### src/rtl/bin2bcd_seq.sv
// Sequential shift-add-3 (double dabble) binary to 4-digit BCD converter.
// Optional BIN2BCD_OVF_DASH_EN: a nonzero ten-thousands digit shows dashes (4'hF) on all digits.
module bin2bcd_seq #(
  parameter int BIN_W = 14
) (
  input  logic             clk,
  input  logic             clr,
  input  logic             start,
  input  logic [BIN_W-1:0] bin,
  output logic             busy,
  output logic             done,
  output logic [3:0]       ones,
  output logic [3:0]       tens,
  output logic [3:0]       hundreds,
  output logic [3:0]       thousands
);

  localparam int CNT_W = $clog2(BIN_W + 1);

  typedef enum logic {IDLE, SHIFT} state_t;

  state_t             state, state_nxt;
  logic [BIN_W-1:0]   sr, sr_nxt;
  logic [19:0]        acc, acc_nxt, acc_shift;
  logic [CNT_W-1:0]   cnt, cnt_nxt;
  logic [15:0]        dig, dig_nxt;
  logic               done_nxt;

  function automatic logic [19:0] add3(input logic [19:0] a);
    logic [19:0] r;
    for (int i = 0; i < 5; i++) begin
      r[4*i +: 4] = (a[4*i +: 4] >= 4'd5) ? a[4*i +: 4] + 4'd3 : a[4*i +: 4];
    end
    return r;
  endfunction

`ifdef BIN2BCD_OVF_DASH_EN
  function automatic logic [15:0] dash_on_ovf(input logic [19:0] a);
    return (a[19:16] != 4'd0) ? 16'hFFFF : a[15:0];
  endfunction
`endif

  // One double-dabble step: correct nibbles, then shift the next binary MSB in
  assign acc_shift = (add3(acc) << 1) | {19'd0, sr[BIN_W-1]};

  always_comb begin
    state_nxt = state;
    sr_nxt    = sr;
    acc_nxt   = acc;
    cnt_nxt   = cnt;
    dig_nxt   = dig;
    done_nxt  = 1'b0;
    busy      = 1'b0;
    case (state)
      IDLE: begin
        if (start) begin
          sr_nxt    = bin;
          acc_nxt   = '0;
          cnt_nxt   = CNT_W'(BIN_W);
          state_nxt = SHIFT;
        end
      end
      SHIFT: begin
        busy    = 1'b1;
        acc_nxt = acc_shift;
        sr_nxt  = sr << 1;
        cnt_nxt = cnt - CNT_W'(1);
        // Last step: publish the just-shifted digits in the same edge
        if (cnt == CNT_W'(1)) begin
`ifdef BIN2BCD_OVF_DASH_EN
          dig_nxt = dash_on_ovf(acc_shift);
`else
          dig_nxt = acc_shift[15:0];
`endif
          done_nxt  = 1'b1;
          state_nxt = IDLE;
        end
      end
      default: state_nxt = IDLE;
    endcase
  end

  always_ff @(posedge clk or posedge clr) begin
    if (clr) state <= IDLE;
    else     state <= state_nxt;
  end

  always_ff @(posedge clk or posedge clr) begin
    if (clr) begin
      sr   <= '0;
      acc  <= '0;
      cnt  <= '0;
      dig  <= '0;
      done <= 1'b0;
    end else begin
      sr   <= sr_nxt;
      acc  <= acc_nxt;
      cnt  <= cnt_nxt;
      dig  <= dig_nxt;
      done <= done_nxt;
    end
  end

  assign ones      = dig[3:0];
  assign tens      = dig[7:4];
  assign hundreds  = dig[11:8];
  assign thousands = dig[15:12];

endmodule

### config.mk
export PLATFORM = sky130hd
export DESIGN_NAME = bin2bcd_seq
export DESIGN_NICKNAME = d
export VERILOG_FILES = /design/src/rtl/bin2bcd_seq.sv
export SDC_FILE = /design/constraint.sdc
export NUM_CORES = 1
export LEC_CHECK = 0
export ABC_AREA = 1
export CELL_PAD_IN_SITES_DETAIL_PLACEMENT = 1
export CELL_PAD_IN_SITES_GLOBAL_PLACEMENT = 2
export CORE_ASPECT_RATIO = 1.5
export CORE_MARGIN = 8
export CORE_UTILIZATION = 37
export DETAILED_ROUTE_END_ITERATION = 6
export DONT_BUFFER_PORTS = 1
export PLACE_DENSITY_LB_ADDON = 0.1
export SLEW_MARGIN = 0
export SYNTH_ARGS = -nofsm -noshare
export SYNTH_HDL_FRONTEND = slang
export SYNTH_SLANG_ARGS = --single-unit
### constraint.sdc
create_clock -name clk -period 1.79 [get_ports clk]
set_input_delay 0.2685 -clock clk [delete_from_list [all_inputs] [get_ports clk]]
set_output_delay 0.2685 -clock clk [all_outputs]
set_load 0.02 [all_outputs]
==> flow_summary.rst, run 1 <==
.. list-table::
   :header-rows: 1

   * - Metric
     - Value
   * - Remaining number of nets flagged by the antenna check after routing
     - 0
   * - Global Route Usage Sum
     - 14.10%
   * - Final #Nets
     - roughly 330
   * - Final Non-Filler Cells
     - 376
   * - Share of synthesized area occupied by flip-flops and latches
     - 52.74%
   * - Cell count of the worst hold path
     - 2
   * - Pleak
     - 0.001401 uW
   * - Die Wd
     - 82.68 microns
   * - Pin count of the biggest net entering global routing
     - 53
   * - Via count of the first global-routing pass
     - 2129
   * - Reg-to-reg startpoint
     - acc[4]
   * - Capture instance of the worst register-to-register path
     - acc[5]
   * - Crit path arrival time
     - about 1.6 ns
   * - Number of antenna violations at the first check in global routing
     - 0
   * - Number of fill cells in the layout
     - between 700 and 800
   * - Worst IR drop on VDD
     - roughly 0.89 mV
   * - Number of placed instances, taps included
     - 367
   * - First-pass GRT wire length
     - 10470 microns
   * - Min-Delay Path Class
     - primary input to flip-flop
   * - Switching Share
     - a little over two fifths
   * - Yosys warns
     - 0
   * - Row Count
     - 36
   * - Count of buffers inserted at the top-level ports
     - 0
   * - Insertion delay of the later-clocked pin in the worst-skew pair
     - slightly above 0.3 ns
   * - Detail-routed net length per standard cell
     - 15.84 microns
   * - Post-synthesis cell area
     - 2467 sq um
   * - Total count of hold-check failures in the final report
     - 0
   * - Worst clock skew
     - 0.007352 ns
   * - Buffers from clock root to sink, at most
     - 2
   * - Count of TritonRoute iterations in the first routing pass
     - 4
   * - CTS sink count
     - 52
   * - WHS Endpoint
     - sr[7]
   * - Outcome
     - completed
   * - Estimated wirelength of the detail-placed design
     - 4323 microns
   * - Maximum clock rate
     - 0.7098 GHz
   * - Clock network power share
     - 19.9%
   * - Worst Path Max Fanout
     - 5
   * - Flop and latch count out of synthesis
     - 52
   * - Die area
     - 9592 sq um
   * - Net switching power
     - 2365 uW
   * - Relative contribution of sequential cells to total power
     - 41.9%
   * - Vias/cell
     - just over 5
   * - Minimum clock period
     - 1.409 ns
   * - Required @ worst endpoint
     - 2.00 ns
   * - Sum of negative setup slack
     - 0 ns
   * - H-Tree Depth
     - 2
   * - Synthesized area divided by synthesized cell count
     - 8.421 sq um
   * - Drt drc
     - 0
   * - Fraction of layout cells with a size suffix above 1
     - 7.333%
   * - Reg2Reg Setup Slack
     - 0.38 ns
   * - Post-detailed-placement cell area
     - 2562 sq um
   * - Critical path endpoint category
     - flip-flop
   * - Area growth, synth to finish
     - 10.70%
   * - Launching element type of the critical path
     - flip-flop
   * - Final global-route overflow total
     - 0
   * - Total wire length after detailed routing
     - roughly 6000 microns
   * - Count of max-cap constraint violations
     - 0
   * - Final Instance Area
     - ~2700 sq um
   * - CTS Buf Count
     - 5
   * - CTS Root Cell
     - clkbuf_8
   * - Clock tree from TritonCTS
     - done
   * - DRT iter0 DRCs
     - 70
   * - Antenna diode count
     - 0
   * - Post-layout utilization of the core
     - about 42%
   * - PD cells
     - 2020 nW/um^2
   * - Worst-path clk slew
     - approximately 0.1 ns
   * - Slew @ Worst Pin
     - 0.4491 ns
   * - Cell variety after synth
     - 19
   * - Starting Density
     - a little under two fifths
   * - Setup-failing EPs final
     - 0
   * - Cell count of the worst reg-to-reg path
     - 8
   * - Number of instances in the synthesized netlist
     - 293
   * - Total of cells resized after clock tree synthesis
     - 0
   * - Design internal power
     - ~3200 uW
   * - RSZ-0062 raised after global routing
     - no
   * - Chip Height
     - 116.0 microns
   * - I/O pin total
     - 35
   * - Slew Limit Fails
     - 0
   * - Rel. slew slack
     - roughly 70%
   * - Total via count after detailed routing
     - 1926
   * - Final worst path period share
     - 78.71%
   * - Final estimated routing congestion in global placement
     - 0.7545
   * - Crit path kind
     - flip-flop to flip-flop
   * - Worst hold start
     - bin[7]
   * - Std-Cell Core Area
     - 6486 sq um
   * - Logic pwr share
     - 38.2%
   * - Nets in the synthesized netlist
     - 320
repair_timing:
action                                 CTS  global route
endpoints found under the hold margin   52             0
buffers inserted                         0             0
hold buffers                             1             0
Yosys cell counts (all sizes together):
library cell	n	area share, %
nand2	113	17
dfrtp	52	53
nand3	39	7.9
inv	27	4.1
o21ai	17	3.4
ha	10	5.1
nand4	10	2.5
buf	9	2.6
nor2	6	1.2
o22ai	5	1.3
o211ai	3	0.91
a22o	1	0.36
a22oi	1	0.30
critical path, stage by stage (launching register included):
cell     delay (ns)
dfrtp_1        0.44
inv_1          0.10
ha_1           0.22
inv_1          0.05
nand2_1        0.09
nand3_1        0.17
nand2_1        0.09
nand3_1        0.08
nand2_1        0.05
sequential cells by signal, summed over array words and instances, names as in the netlist:
signal,cells
acc,16
cnt,4
dig,16
done,1
sr,14
state,1
area by class of cell:
type	instances	area [sq um]	area share, %
repair buffers	8	75.07	2.749
clock buffers	5	68.82	2.519
inverters	27	101.3	3.710
flip-flops and latches	52	1301	47.64
well taps	76	95.09	3.481
clock inverters	3	90.09	3.298
multi-input cells	205	999.7	36.60
logic make-up after synthesis:
logic type | count (synthesis) | synth area share [%]
buffers and inverters | 36 | 6.744
AOI/OAI and AO/OA | 27 | 6.288
and+or+nand+nor | 168 | 29.16
adders and majority gates | 10 | 5.071
DFF | 52 | 52.74
metrics by stage:
stage               hold slack [ns]  total power, uW  setup slack (ns)
floorplan                    0.4014             3878            0.2636
global placement             0.2292             4469            0.4027
detailed placement           0.2317             4515            0.3716
CTS                         0.07621             5652            0.3478
global route                0.07489             6123            0.1627
finish                      0.09059             5518            0.3811
how the worst max path moves through the flow:
stage           start      to  depth (start not counted)
3_3_place_gp   acc[8]  acc[9]                          8
5_1_grt        acc[4]  acc[5]                          8
3_5_place_dp   acc[4]  acc[5]                          8
6_report       acc[4]  acc[5]                          8
4_1_cts         state  cnt[1]                          4
2_1_floorplan     clr  acc[0]                          1
cell usage in the layout, fill, tap and decap left out:
cell / Yosys / routed
o211ai_1: 3 / 3
o21ai_1: 5 / 5
buf_4: 3 / 6
nor2_1: 5 / 5
nor2_4: 1 / 1
o21ai_0: 12 / 12
dlygate4sd3_1: 0 / 1
nand4_1: 10 / 10
inv_2: 4 / 5
dfrtp_1: 52 / 52
o22ai_1: 5 / 5
buf_12: 0 / 1
nand2_4: 1 / 1
inv_1: 23 / 22
nand3_1: 39 / 39
nand2_1: 112 / 112
clkbuf_8: 0 / 5
a22o_1: 1 / 1
ha_1: 10 / 10
bufinv_16: 0 / 3
a22oi_1: 1 / 1
power by group through the flow:
stage,clock network [uW],logic (uW),registers (uW)
3_5_place_dp,0,2160,2350
6_report,1100,2110,2310
3_3_place_gp,0,2130,2340
2_1_floorplan,0,1670,2210
4_1_cts,1140,2180,2330
5_1_grt,1180,2550,2400
per-layer routing:
metal,wire length (microns),track usage [%],vias up
li1,-,-,962
met1,2543,16.75,932
met2,3079,23.62,28
met3,260,3.882,4
met4,73,4.509,0
met5,0,0,-
(Power assumes the default switching activity.)
==> inputs of run 2 (changes only) <==
Clock period 1.79 ns to 1.3 ns, I/O delays scaled along.
==> flow_summary.rst, run 2 (same netlist as run 1, synthesis figures left out) <==
.. list-table::
   :header-rows: 1

   * - Metric
     - Value
   * - RSZ-0062 raised after global routing
     - yes (was no)
   * - Final estimated routing congestion in global placement
     - 0.8307 (was 0.7545)
   * - Via count of the first global-routing pass
     - 2209 (was 2129)
   * - Capture instance of the worst register-to-register path
     - done (was acc[5])
   * - Buffers from clock root to sink, at most
     - 2 (unchanged)
   * - WHS Endpoint
     - sr[7] (unchanged)
   * - Biggest registers after layout
     - acc: 16 flops, dig: 16 flops, sr: 14 flops (unchanged)
   * - Cell count of the worst reg-to-reg path
     - 5 (was 8)
   * - Chip Height
     - 116.0 microns (unchanged)
   * - Number of placed instances, taps included
     - 382 (was 367)
   * - GR Util met1
     - 15.83% (was 16.75%)
   * - Reg-to-reg startpoint
     - cnt[0] (was acc[4])
   * - Total wire length after detailed routing
     - 6785 microns (was 5957 microns)
   * - Multi-input gate area
     - 1137 sq um (was 999.7 sq um)
   * - Starting Density
     - 38.04% (unchanged)
   * - Total count of hold-check failures in the final report
     - 0 (unchanged)
   * - Cell count of the worst hold path
     - 2 (unchanged)
   * - DRT iter0 DRCs
     - 56 (was 70)
   * - Failing checks
     - setup timing
   * - Maximum clock rate
     - 0.7654 GHz (was 0.7098 GHz)
   * - Remaining number of nets flagged by the antenna check after routing
     - 0 (unchanged)
   * - Sum of negative setup slack
     - -0.006481 ns (was 0 ns)
   * - Row Count
     - 36 (unchanged)
   * - I/O pin total
     - 35 (unchanged)
   * - Number of fill cells in the layout
     - 804 (was 784)
   * - Crit path arrival time
     - 1.53 ns (was 1.62 ns)
   * - CTS sink count
     - 52 (unchanged)
   * - Clock tree from TritonCTS
     - done (unchanged)
   * - Top library cells by usage in the layout, fill and taps aside
     - nand2_1, dfrtp_1, nand3_1, buf_4, inv_2 (was nand2_1, dfrtp_1, nand3_1, inv_1, o21ai_0)
   * - Drt drc
     - 0 (unchanged)
   * - Die area
     - 9592 sq um (unchanged)
   * - Minimum clock period
     - 1.306 ns (was 1.409 ns)
   * - Setup WS post-layout
     - -0.006481 ns (was 0.3811 ns)
   * - Outcome
     - complete, but fails checks (was completed)
   * - PD cells
     - 2715 nW/um^2 (was 2020 nW/um^2)
   * - Number of antenna violations at the first check in global routing
     - 0 (unchanged)
   * - Routing layer with the top usage in global route
     - met2 (unchanged)
   * - Pleak
     - 0.001493 uW (was 0.001401 uW)
   * - Leading cell type in the layout, fill and taps excluded
     - nand2_1 (unchanged)
   * - Crit path kind
     - flip-flop to flip-flop (unchanged)
   * - Vias/cell
     - 5.218 (was 5.122)
   * - Launching element type of the critical path
     - flip-flop (unchanged)
   * - Area growth, synth to finish
     - 21.96% (was 10.70%)
   * - Post-layout utilization of the core
     - 46.39% (was 42.11%)
   * - Final worst path period share
     - 100.5% (was 78.71%)
   * - Worst clock skew
     - 0.002281 ns (was 0.007352 ns)
   * - First-pass GRT wire length
     - 10740 microns (was 10470 microns)
   * - Final Non-Filler Cells
     - 400 (was 376)
   * - Worst Path Max Fanout
     - 6 (was 5)
   * - Setup-failing EPs final
     - 1 (was 0)
   * - Fraction of layout cells with a size suffix above 1
     - 24.38% (was 7.333%)
   * - Register cell area after layout
     - 1303 sq um (was 1301 sq um)
   * - Std-Cell Core Area
     - 6486 sq um (unchanged)
   * - Final #Nets
     - 350 (was 326)
   * - CTS Buf Count
     - 5 (unchanged)
   * - Slew Limit Fails
     - 0 (unchanged)
   * - Rel. slew slack
     - 75.65% (was 70.02%)
   * - Insertion delay of the later-clocked pin in the worst-skew pair
     - 0.32 ns (was 0.31 ns)
   * - Slew @ Worst Pin
     - 0.3643 ns (was 0.4491 ns)
   * - Count of buffers inserted at the top-level ports
     - 0 (unchanged)
   * - Critical path endpoint category
     - flip-flop (unchanged)
   * - Detail-routed net length per standard cell
     - 16.96 microns (was 15.84 microns)
   * - Pin count of the biggest net entering global routing
     - 29 (was 53)
   * - Die Wd
     - 82.68 microns (unchanged)
   * - Antenna diode count
     - 0 (unchanged)
   * - Final worst hold slack
     - 0.009515 ns (was 0.09059 ns)
   * - M3 GR Usage
     - 3.727% (was 3.882%)
   * - Estimated wirelength of the detail-placed design
     - 4739 microns (was 4323 microns)
   * - CTS Root Cell
     - clkbuf_8 (unchanged)
   * - Reg2Reg Setup Slack
     - -0.006 ns (was 0.38 ns)
   * - Required @ worst endpoint
     - 1.52 ns (was 2.00 ns)
   * - Worst hold start
     - bin[7] (unchanged)
   * - Worst IR drop on VDD
     - 1.306 mV (was 0.8865 mV)
   * - H-Tree Depth
     - 2 (unchanged)
   * - Count of max-cap constraint violations
     - 0 (unchanged)
   * - Min-Delay Path Class
     - primary input to flip-flop (unchanged)
   * - Met2 demand-to-capacity share in global routing
     - 25.75% (was 23.62%)
   * - Final global-route overflow total
     - 0 (unchanged)
   * - Worst-path clk slew
     - 0.09 ns (was 0.10 ns)
   * - Global Route Usage Sum
     - 14.55% (was 14.10%)
   * - Total via count after detailed routing
     - 2087 (was 1926)
   * - Count of TritonRoute iterations in the first routing pass
     - 4 (unchanged)
==> run 2: cell count changes in the layout (fill, tap and decap cells not counted), moves of 4 or more <==
cell,delta
buf_4,+18
nand3_1,-8
ha_1,-4
buf_6,+4
nand3_2,+5
nand2_2,+11
inv_2,+8
inv_1,-10
nand2_1,-12
==> run 2: where the power goes <==
group          internal [uW]  switching, uW
clock network            434            552
registers               2360            852
logic                   1610           2370
==> run 2: per-layer routing <==
layer / vias up / wire length (microns) / share of wire (%)
met5: - / 0 / 0
met4: 0 / 106 / 1.6
met3: 5 / 270 / 4.0
met2: 29 / 3647 / 54
met1: 1038 / 2761 / 41
li1: 1015 / - / -
==> run 2: how the worst max path moves through the flow <==
stage                     cells after the start      end    from  slack [ns]
after floorplan                               8  dig[10]  acc[8]        0.12
after global placement                        8   acc[6]  acc[4]       -0.04
after detailed placement                      8   acc[6]  acc[4]       -0.05
after CTS                                     8   dig[1]  acc[0]      -0.006
after global routing                          6   dig[2]  cnt[0]       -0.06
final                                         5     done  cnt[0]      -0.006
==> run 2: worst max-delay path, cell delays in order (launching register included) <==
cell and delay (ns):
dfrtp_1 0.39, ha_2 0.17, nand4_1 0.12, buf_6 0.15
clkinvlp_4 0.20, buf_6 0.18
==> run 2: cell type report <==
| cell class | count | share of cell area [%] |
|---|---|---|
| flip-flops and latches | 52 | 43.28 |
| clock buffers | 7 | 2.869 |
| repair buffers | 31 | 8.815 |
| repair inverters | 1 | 0.2495 |
| multi-input cells | 205 | 37.80 |
| inverters | 27 | 3.576 |
| clock inverters | 1 | 0.2495 |
| well taps | 76 | 3.160 |
==> run 2: metrics by stage <==
stage / total power [uW] / worst slack (ns) / instance area [sq um]
floorplan: 5340 / 0.1199 / 2471
global placement: 6450 / -0.04135 / 2679
detailed placement: 6530 / -0.05034 / 2679
CTS: 7637 / -0.005955 / 2829
global route: 8875 / -0.05754 / 3009
finish: 8171 / -0.006481 / 3009
==> run 2: what timing repair did <==
item | CTS | global route
pin swaps | 0 | 19
gates cloned | 0 | 1
buffers inserted | 2 | 5
setup endpoints to repair | 17 | 29
hold endpoints to repair | 53 | 0
hold buffers | 2 | 0
resized for setup | 6 | 41
